File: src/rtl/arbiter_rr3.sv
// -----------------------------------------------------------------------------
// arbiter_rr3
//
// Three-client round-robin arbiter in front of a shared resource's select mux.
// A client that wins keeps a registered one-hot grant until it signals done,
// withdraws its request, or the hold watchdog revokes the grant. Each win
// rotates priority so that the winner becomes the lowest-priority client for
// the next arbitration.
//
// Valid/ready semantics: there is no separate valid/ready pair. req_i is a
// level that is sampled only on rising clk edges. gnt_o is the response and
// stays asserted for as long as the grant is held. done_i is sampled only
// while a grant is held and is ignored in IDLE.
//
// Parameters:
//   HOLD_MAX   maximum grant duration in cycles; 0 disables the watchdog
//
// Ports:
//   clk        rising-edge clock
//   rst        asynchronous, active-low reset
//   req_i      per-client request level, bit k = client k
//   done_i     current owner releases the grant
//   gnt_o      registered one-hot grant, zero when nobody owns the resource
//   owner_o    index of the current owner, 0 when idle
//   busy_o     high while a grant is held (equals |gnt_o)
//   timeout_o  one-cycle pulse when the watchdog revokes a grant
//   prio_o     rotating priority mask, bit k = client k is in the first pass
//   state_o    debug view of the FSM state (0 = IDLE, 1 = GRANT)
// -----------------------------------------------------------------------------
module arbiter_rr3 #(
    parameter int HOLD_MAX = 8
) (
    input  logic       clk,
    input  logic       rst,
    input  logic [2:0] req_i,
    input  logic       done_i,
    output logic [2:0] gnt_o,
    output logic [1:0] owner_o,
    output logic       busy_o,
    output logic       timeout_o,
    output logic [2:0] prio_o,
    output logic       state_o
);

    typedef enum logic {
        IDLE  = 1'b0,
        GRANT = 1'b1
    } state_t;

    // A zero-width counter is not legal, so a disabled watchdog still keeps a
    // single (unused) counter bit.
    localparam int CW = (HOLD_MAX > 0) ? $clog2(HOLD_MAX + 1) : 1;

    localparam logic [CW-1:0] CNT_ONE  = 1;
    localparam logic [CW-1:0] CNT_SAT  = CW'(HOLD_MAX);
    localparam logic [CW-1:0] CNT_LAST = (HOLD_MAX > 0) ? CW'(HOLD_MAX - 1) : '0;

    state_t          state;
    logic [CW-1:0]   hold_cnt;
    logic [2:0]      prio_mask;

    logic [2:0]      masked_req;
    logic            have_win;
    logic [1:0]      winner;
    logic [2:0]      winner_onehot;
    logic [2:0]      winner_mask;
    logic            owner_req;
    logic            user_release;
    logic            wd_hit;

    // Lowest set index of a non-zero 3-bit vector.
    function automatic logic [1:0] lowest_idx(input logic [2:0] v);
        logic [1:0] idx;
        idx = 2'd2;
        if (v[1]) idx = 2'd1;
        if (v[0]) idx = 2'd0;
        return idx;
    endfunction

    // Two-pass search: clients still eligible in the mask first, then any
    // requester. A mask of 000 therefore hands priority back to client 0.
    always_comb begin
        masked_req = req_i & prio_mask;
        have_win   = 1'b0;
        winner     = 2'd0;
        if (masked_req != 3'b000) begin
            have_win = 1'b1;
            winner   = lowest_idx(masked_req);
        end else if (req_i != 3'b000) begin
            have_win = 1'b1;
            winner   = lowest_idx(req_i);
        end
    end

    // One-hot grant and the post-win mask (only clients above the winner).
    always_comb begin
        winner_onehot = 3'b000;
        winner_mask   = 3'b000;
        case (winner)
            2'd0: begin
                winner_onehot = 3'b001;
                winner_mask   = 3'b110;
            end
            2'd1: begin
                winner_onehot = 3'b010;
                winner_mask   = 3'b100;
            end
            2'd2: begin
                winner_onehot = 3'b100;
                winner_mask   = 3'b000;
            end
            default: begin
                winner_onehot = 3'b000;
                winner_mask   = 3'b000;
            end
        endcase
    end

    // The grant is one-hot, so ANDing it with req_i picks out the owner's
    // request bit without indexing by owner_o.
    always_comb begin
        owner_req    = |(req_i & gnt_o);
        user_release = done_i | ~owner_req;
        wd_hit       = (HOLD_MAX != 0) && (hold_cnt == CNT_LAST);
    end

    always_ff @(posedge clk or negedge rst) begin
        if (!rst) begin
            state     <= IDLE;
            gnt_o     <= 3'b000;
            owner_o   <= 2'd0;
            busy_o    <= 1'b0;
            timeout_o <= 1'b0;
            prio_mask <= 3'b111;
            hold_cnt  <= '0;
        end else begin
            case (state)
                IDLE: begin
                    timeout_o <= 1'b0;
                    if (have_win) begin
                        state     <= GRANT;
                        gnt_o     <= winner_onehot;
                        owner_o   <= winner;
                        busy_o    <= 1'b1;
                        prio_mask <= winner_mask;
                        hold_cnt  <= '0;
                    end
                end
                GRANT: begin
                    if (user_release || wd_hit) begin
                        state     <= IDLE;
                        gnt_o     <= 3'b000;
                        owner_o   <= 2'd0;
                        busy_o    <= 1'b0;
                        hold_cnt  <= '0;
                        // An explicit release on the same edge wins over the
                        // watchdog, so no timeout is reported then.
                        timeout_o <= wd_hit && !user_release;
                    end else begin
                        timeout_o <= 1'b0;
                        if (hold_cnt != CNT_SAT) begin
                            hold_cnt <= hold_cnt + CNT_ONE;
                        end
                    end
                end
                default: begin
                    state     <= IDLE;
                    gnt_o     <= 3'b000;
                    owner_o   <= 2'd0;
                    busy_o    <= 1'b0;
                    timeout_o <= 1'b0;
                    hold_cnt  <= '0;
                end
            endcase
        end
    end

    assign prio_o  = prio_mask;
    assign state_o = state;

endmodule

File: config.mk
export PLATFORM = sky130hd
export DESIGN_NAME = arbiter_rr3
export DESIGN_NICKNAME = d
export VERILOG_FILES = /design/src/rtl/arbiter_rr3.sv
export SDC_FILE = /design/constraint.sdc
export NUM_CORES = 1
export LEC_CHECK = 0
export ABC_AREA = 1
export BUFFER_PORTS_ARGS = -buffer_cell sky130_fd_sc_hd__buf_4
export CAP_MARGIN = 20
export CELL_PAD_IN_SITES_DETAIL_PLACEMENT = 1
export CELL_PAD_IN_SITES_GLOBAL_PLACEMENT = 1
export CORE_ASPECT_RATIO = 1.2
export CORE_MARGIN = 8
export CORE_UTILIZATION = 35
export DETAILED_ROUTE_END_ITERATION = 10
export PLACE_DENSITY_LB_ADDON = 0.1
export SETUP_SLACK_MARGIN = 0.4
export SLEW_MARGIN = 10
export SYNTH_ARGS = -nofsm -noshare
export SYNTH_HDL_FRONTEND = slang
export SYNTH_SLANG_ARGS = --single-unit
File: constraint.sdc
create_clock -name clk -period 2.4 [get_ports clk]
set_input_delay 0.48 -clock clk [delete_from_list [all_inputs] [get_ports clk]]
set_output_delay 0.48 -clock clk [all_outputs]
set_load 0.03 [all_outputs]
## Word-level counts from Yosys, hierarchy flattened

Index checks and enable logic that the tools add are counted.

| word-level totals | value |
|---|---|
| bits in read-only memories | 0 |
| bits of input ports | 6 |
| memories kept | 0 |
| bits in latches | 0 |
| output and inout port bits | 11 |
| register bits after elaboration | 15 |
| bits in writable memories | 0 |
| logic and storage cells | 58 |

| operators by class | value |
|---|---|
| multiplexer cells | 28 |
| reduce and logical (&&, ||, !) cells | 10 |
| $add $sub $neg | 1 |
| shift operators | 0 |
| multipliers | 0 |
| bitwise operators | 5 |
| equality and inequality tests | 7 |
| div/mod/pow operators | 0 |
| $lt $le $gt $ge | 0 |

Operator list:

| operator | number |
|---|---|
| $mux W2 | 8 |
| $mux W4 | 3 |
| $pmux W3 S2 | 2 |
| $pmux W3 S3 | 1 |
| $pmux W4 S2 | 1 |
| $mux W1 | 7 |
| $and A3 B3 Y3 | 2 |
| $mux W3 | 2 |
| $pmux W1 S2 | 3 |
| $reduce_and A2 Y1 | 3 |
| $reduce_bool A3 Y1 | 2 |
| $add A4 B1 Y4 const B | 1 |
| $eq A4 B3 Y1 const B | 1 |
| $ne A4 B4 Y1 const B | 1 |
| $pmux W2 S2 | 1 |
| $ne A3 B1 Y1 const B | 1 |
| $reduce_or A3 Y1 | 1 |
| $eq A2 B1 Y1 const B | 1 |
| $eq A2 B2 Y1 const B | 1 |
| $logic_not A2 Y1 | 1 |
| $ne A2 B1 Y1 const B | 1 |
| $ne A2 B2 Y1 const B | 1 |
| $not A1 Y1 | 2 |
| $logic_and A1 B1 Y1 | 1 |
| other kinds (3) | 3 |

## Longest topological paths before layout

Gate-level depths: netlist (run 1).

| depth | value |
|---|---|
| depth in word-level cells | 8 |
| mapped depth | 8 |
| depth with buffers taken out | 8 |

## Worst setup path after synthesis (run 1)

No wires, ideal clock.

| timing path | value |
|---|---|
| path type | flip-flop to flip-flop |
| start point | register state (netlist: state_o) |
| end point | register hold_cnt[0] |
| stages on the path, launching flop included | 7 |
| library setup time | 0.066 ns |
| path slack | 1.148 ns |
| data required time | 2.334 ns |
| data arrival time | 1.186 ns |
| cell sequence | dfrtp_1 inv_1 nor2_1 nand3_1 nand2_2 nand3_1 nand2_1 |

| between the ends | value |
|---|---|
| cells in the longest elaborated chain, start to end | 3 |
| elaborated cells between the ends (all ways) | 5 |
| classes of those cells | 2 x eq/ne; 1 x mux; 1 x bitwise; 1 x reduce/logical |

RTL lines:

| item | line | source |
|---|---|---|
| from (decl) | 58 | `state_t state;` |
| from (signal assigned) | 129 | `state <= IDLE;` |
| from (signal assigned) | 141 | `state <= GRANT;` |
| from (signal assigned) | 151 | `state <= IDLE;` |
| $not A1 Y1 (no line) | -- |  |
| $ne A2 B2 Y1 (no line) | -- |  |
| $reduce_and A2 Y1 (no line) | -- |  |
| to (signal assigned) | 162 | `hold_cnt <= hold_cnt + CNT_ONE;` |
| to (decl) | 59 | `logic [CW-1:0] hold_cnt;` |

Parallel ways exist; a longest one is shown, timed or not.
A chain may end at the register's enable or synchronous reset.

## Worst setup path in the final report (run 1)

| timing path | value |
|---|---|
| start point | register prio_mask[2] (netlist: prio_o[2]) |
| end point | output prio_o[2] |

RTL lines:

| item | line | source |
|---|---|---|
| from (decl) | 60 | `logic [2:0] prio_mask;` |
| from (signal assigned) | 145 | `prio_mask <= winner_mask;` |
| to (decl) | 41 | `output logic [2:0] prio_o,` |

No word-level cell between the ends.

==> results of run 1 <==
[synth_stat cells, drive strengths merged (2+ instances only)]
master	instances
nand2	39
dfrtp	12
nand3	10
inv	9
nor2	7
nand4	6
dfstp	3
ha	2
[final cells by class]
| type | instances | area (um^2) |
|---|---|---|
| inverter | 9 | 33.8 |
| timing repair buffer | 16 | 120 |
| sequential | 15 | 379 |
| multi-input combinational | 70 | 344 |
| clock buffer | 4 | 26.3 |
| fill | 271 | 1110 |
| tap | 30 | 37.5 |
[metal layers]
metal / up-vias / routed length [um] / track usage [%] / part of all wire [%]
met1: 327 / 800 / 11.6 / 42
met3: 4 / 82 / 2.89 / 4.3
met5: - / 0 / 0 / 0
met2: 10 / 1010 / 19.3 / 53
met4: 0 / 29 / 5.39 / 1.5
li1: 347 / - / - / -
[metrics by stage]
stage	hold WS, ns	instance area, um^2
final	0.0354	941
after global routing	0.0425	941
after CTS	0.0343	941
after detailed placement	0.350	915
after global placement	0.348	915
after floorplan	0.184	762
[kinds of logic (layout without fill, tap and decap cells)]
logic type               after synthesis  count (layout)  share of synthesized area [%]
AND/OR/NAND/NOR                       65              65                           37.9
XOR/XNOR                               1               1                           1.15
AO/OA/AOI/OAI                          2               2                           2.79
adder cells (fa/ha/maj)                2               2                           3.28
flip-flops                            15              15                           49.8
buffers and inverters                 10              29                           5.09
[flip-flops by register name (all words and copies together), names as in the netlist]
name	cells
busy_o	1
gnt_o	3
hold_cnt	4
owner_o	2
prio_o	3
state_o	1
timeout_o	1
[final timing paths]
check                         endpoint        start  depth (start not counted)
max in group asynchronous    prio_o[1]          rst                          1
min reg2reg                  prio_o[0]    prio_o[0]                          2
max                          prio_o[2]    prio_o[2]                          1
max reg2reg                hold_cnt[2]  hold_cnt[0]                          8
min in group clk             prio_o[0]    prio_o[0]                          2
min                        hold_cnt[0]          rst                          1
[where the power goes]
part           switching, uW  internal, uW
Sequential              67.4           336
Clock                   79.1          64.5
Combinational            294           150
==> results.md, run 1 <==
* Area contributors post-synth: dfrtp_1 (39%), nand2_1 (19%), dfstp_2 (10%)
* CTS root buf: clkbuf_4
* Fmax at 671 MHz
* Power per cell area at 1050 nW/um^2
* Crit-path cells: buf_4
* Top Family by Delay on Critical Path: flip-flops
* Final nets at 123
* Main synth FF type: dfrtp_1
* Die Ht at ~67 um
* Worst path max stage delay at 0.57 ns
* Final Hold Vio Count at 0
* LEAKAGE at 0.000519 uW
* Max clock buf depth at 2
* Clock Sink Count at 15
* Post-route ant nets at 0
* Final worst slack at 0.910 ns
* Post-route clock period utilization at 62.1%
* DR WL/cell at approximately 13 um
* Fin util at 45.9%
* CTS clock-pin slew for the worst setup and hold paths at approximately 0.090 ns
* Worst path arrival time at 1.01 ns
* Port Buf Inserts at 16
* Critical path fanouts, max at 4
* Peak VDD IR at roughly 0.54 mV
* Status: completed
* Placed insts at 140
* Die Area at a little under 4000 um^2
* Io pins at 17
* Worst min path class: input pin to async pin
* Die X at a little under 60 um
* Grt total ovfl at 0
* Cts repair resizes at 0
* Max-cap violations at 0
* R2R setup slack at 1.00 ns
* Seq cells post-synth at 15
* Number of synthesized flops with an enable pin at 0
* Initial antenna violation count at 0
* H-tree Lvls at 1
* First-pass GRT wire length at 3270 um
* Antenna diodes at 0
* Setup CP Type: register to output pin
* Worst path required time at 1.92 ns
* Unique masters post-synth at 19
* Slew @ Worst Pin at 0.287 ns
* Most common cell after layout, fill and taps aside: nand2_1
* Startpoint types: register
* Rel. slew slack at 80.7%
* CTS Hold Buffers Added at 0
* HPWL after DPL at about 1600 um
* TritonCTS Buffers at 3
* Total global-route track usage at 10.9%
* Vias at a little under 700
* Setup violators final at 0
* Avg Inst Size Synth at between 8 and 9 um^2
* Area Overhead vs Synth at 23.5%
* Drt first pass iters at 4
* Yosys warns at 0
* Post-detailed-route via-to-cell ratio at 4.78
* Clk_lat worst skew at 0.28 ns
* Vias in the first global route at 677
* FFs w/ async S/R, synth at 100%
* Area leader, netlist: dfrtp_1
* Postcts setup bufs at 0
* Layout cells sized above 1 at 23.7%
* Routed wire length at between 1500 and 2000 um
* Synthesized cell area at about 760 um^2
* Slowest stage cell on the critical path: dfstp_2
* CTS tree: built
* RSZ-0062 raised after global routing: false
* Overall power at 992 uW
* Min cycle time layout at 1.49 ns
* Setup crit end kind: output pin
* Most frequent cells in the layout: nand2_1 (38), buf_4 (16), dfrtp_1 (12), nand3_1 (9), inv_1 (8)
* Largest net degree at the start of global routing at 16
* RePlAce Congestion at 0.786
* Post-synth net total at 103
* DRT iter0 DRCs at 10
* Synth top area share at 39.4%
* Setup TNS at 0 ns
* Worst path bufs/invs at 1
* Fin. max-slew vios at 0
* Part of the Yosys area used for sequential elements at 49.8%
* Finished Layout Cells at ~140
* Row Count at 18
* Post-Syn Instances at 95
* Drt drc at 0
* Final Skew at 0.00676 ns
* Starting Density at a little under two fifths
* Placeable Area at around 2000 um^2
* Worst slack at placement at 0.947 ns
(Power assumes the default switching activity.)
==> inputs of run 2 (changes only) <==
Settings changed: CORE_UTILIZATION 35 to 33.
Clock period 2.4 ns to 1.2 ns, I/O delays scaled along.
==> run 2 against run 1 <==
Effect of this change:
- highest routed layer unchanged
- register-to-register slack got worse by 1.1 ns
- clock power increased by 110%
- the run now ends with negative setup slack left
- clock-buffer cell count unchanged
- final cell count increased by 17%
- die area increased by 4.5%
- worst hold slack improved by 0.26 ns
- sequential power increased by 100%
==> results.md, run 2 (synthesis results as in run 1) <==
* Area Overhead vs Synth at 63.9%
* Top reg by flops: hold_cnt
* Hold Crit Start: done_i
* CTS tree: built
* Placeable Area at 2230 um^2 (+9.0%)
* Final Hold Vio Count at 0 (unchanged)
* Max reg flops at 4 (unchanged)
* Slew @ Worst Pin at 0.207 ns (-0.0798 ns)
* Vias in the first global route at 847 (+25%)
* Most common cell after layout, fill and taps aside: nand2_1
* Critical path fanouts, max at 5 (+1)
* Antenna diodes at 0 (unchanged)
* DR WL/cell at 14.5 um (+8.3%)
* Filler cell count at 291 (+7.4%)
* Fin util at 55.9% (+10 points)
* Reg power frac at 31.0% (-9.7 points)
* Worst path arrival time at 1.54 ns (+0.53 ns)
* Die X at 59.9 um (+2.2%)
* Row Count at 19 (+1)
* Clk_lat worst skew at 0.29 ns (about the same)
* Routed wire length at 2450 um (+27%)
* Register area at 384 um^2 (+1.3%)
* CTS root buf: clkbuf_4
* Worst min path class: input pin to register
* RePlAce Congestion at 0.800 (+1.8%)
* Grt total ovfl at 0 (unchanged)
* Final Skew at 0.0162 ns (+0.00941 ns)
* Placed Area at 1010 um^2 (+11%)
* Cell internal pwr at 1530 uW (+180%)
* Max clock buf depth at 2 (unchanged)
* Fin. max-slew vios at 0 (unchanged)
* Drt first pass iters at 3 (-1)
* Initial antenna violation count at 0 (unchanged)
* Finished Layout Cells at 169 (+17%)
* DRT iter0 DRCs at 5 (-5)
* Die Area at 4110 um^2 (+4.5%)
* Total global-route track usage at 12.4% (+1.5 points)
* Fmax at 754 MHz
* Switching pwr at 1100 uW (+150%)
* CTS clock-pin slew for the worst setup and hold paths at 0.11 ns (+0.02 ns)
* Hold WS at 0.299 ns (+0.264 ns)
* Drt drc at 0 (unchanged)
* Post-route ant nets at 0 (unchanged)
* Design area at 1250 um^2 (+33%)
* Vias at 793 (+15%)
* Power per cell area at 2100 nW/um^2 (+100%)
* Most frequent cells in the layout: nand2_1 (33), buf_4 (21), buf_6 (17), inv_1 (8), dfrtp_1 (8)
* Post-detailed-route via-to-cell ratio at 4.69 (-1.8%)
* Die Ht at 68.6 um (+2.3%)
* Clock share of power at 11.5% (-3.0 points)
* Rel. slew slack at 86.2% (+5.5 points)
* HPWL after DPL at 1700 um (+9.7%)
* RSZ-0062 raised after global routing: true
* TritonCTS Buffers at 3 (unchanged)
* Layout cells sized above 1 at 48.6% (+25 points)
* Reg2Reg Depth at 8 (unchanged)
* Startpoint types: register
* Port Buf Inserts at 16 (unchanged)
* Worst Hold Depth at 4
* Min cycle time layout at 1.33 ns
* R2R Path Start: hold_cnt[0]
* Placed insts at 153 (+9.3%)
* Critical Path Start: hold_cnt[0]
* Starting Density at 34.1% (-3.1 points)
* Max-cap violations at 0 (unchanged)
* Sw Ratio at 41.8% (-2.6 points)
* LEAKAGE at 0.000655 uW (+26%)
* Largest net degree at the start of global routing at 16 (unchanged)
* Worst path required time at 1.42 ns (-0.50 ns)
* Peak VDD IR at 1.11 mV (+110%)
* Clock Sink Count at 15 (unchanged)
* Setup CP Type: register to register
* Area of the multi-input gates at 407 um^2 (+18%)
* Status: complete, but fails checks
* Final nets at 147 (+20%)
* Setup crit end kind: register
* Post-route clock period utilization at 111%
* Failing checks: negative setup slack
* Setup violators final at 15 (+15)
* Io pins at 17 (unchanged)
* First-pass GRT wire length at 3840 um (+18%)
* Gate power share at 57.5% (+13 points)
* Final worst slack at -0.127 ns (-1.04 ns)
* H-tree Lvls at 1 (unchanged)
==> run 2: cell count changes in the layout (fill, tap and decap cells not counted), moves of 2 or more <==
cell / delta
dfrtp_2: +4
dfrtp_1: -4
nand3_2: +3
nor2_1: -3
nand2_1: -5
nor2_4: +2
buf_4: +5
buf_6: +17
nand2_2: +5
nand3_1: -3
==> run 2: cell type report <==
cell class	instances	area share, %
Multi-Input combinational cell	71	32.6
Sequential cell	15	30.8
Clock buffer	4	2.10
Tap cell	31	3.11
Timing Repair Buffer	39	28.8
Inverter	9	2.71
==> run 2: metrics by stage <==
stage                     TNS [ns]  setup slack [ns]  power (uW)
after global routing         -2.26            -0.208        2780
final                        -1.23            -0.127        2630
after detailed placement     -1.13            -0.130        1870
after global placement      -0.682           -0.0891        1850
after CTS                   -0.816           -0.0887        2550
after floorplan                  0           0.00631        1380
==> run 2: metal layers <==
layer / vias up / wire [um] / track usage, %
met2: 10 / 1360 / 23.8
met3: 4 / 58 / 2.41
met4: 0 / 53 / 5.97
met1: 386 / 976 / 12.4
li1: 393 / - / -
met5: - / 0 / 0
==> run 2: critical path: stages, from the launching register on <==
cell	delay (ns)
dfrtp_1	0.43
ha_2	0.21
nand2_2	0.05
nor2_1	0.04
nor2_1	0.11
nand3_2	0.14
nand2_2	0.14
nand3_1	0.08
nand2_1	0.07
==> run 2: final timing paths <==
kind | endpoint | slack, ns
min in group asynchronous | busy_o | 0.33
worst min-delay path | timeout_o | 0.30
worst max register to register | hold_cnt[3] | -0.13
max in group asynchronous | prio_o[1] | 0.62
worst min register to register | owner_o[1] | 0.51
worst max-delay path | hold_cnt[3] | -0.13
==> run 2: power by group through the flow <==
stage | logic, uW | registers, uW | clock network (uW)
floorplan | 302 | 1080 | 0
global placement | 1050 | 796 | 0
detailed placement | 1070 | 799 | 0
CTS | 1430 | 807 | 308
global route | 1620 | 833 | 325
finish | 1510 | 815 | 301
==> run 2: what timing repair did <==
| action | in CTS | in global routing |
|---|---|---|
| gates resized for setup | 25 | 7 |
| gates cloned | 0 | 1 |
| pin swaps | 6 | 4 |
| setup endpoints to repair | 26 | 26 |
| setup buffers | 6 | 4 |
| hold buffers | 1 | 0 |
| endpoints found under the hold margin | 12 | 0 |
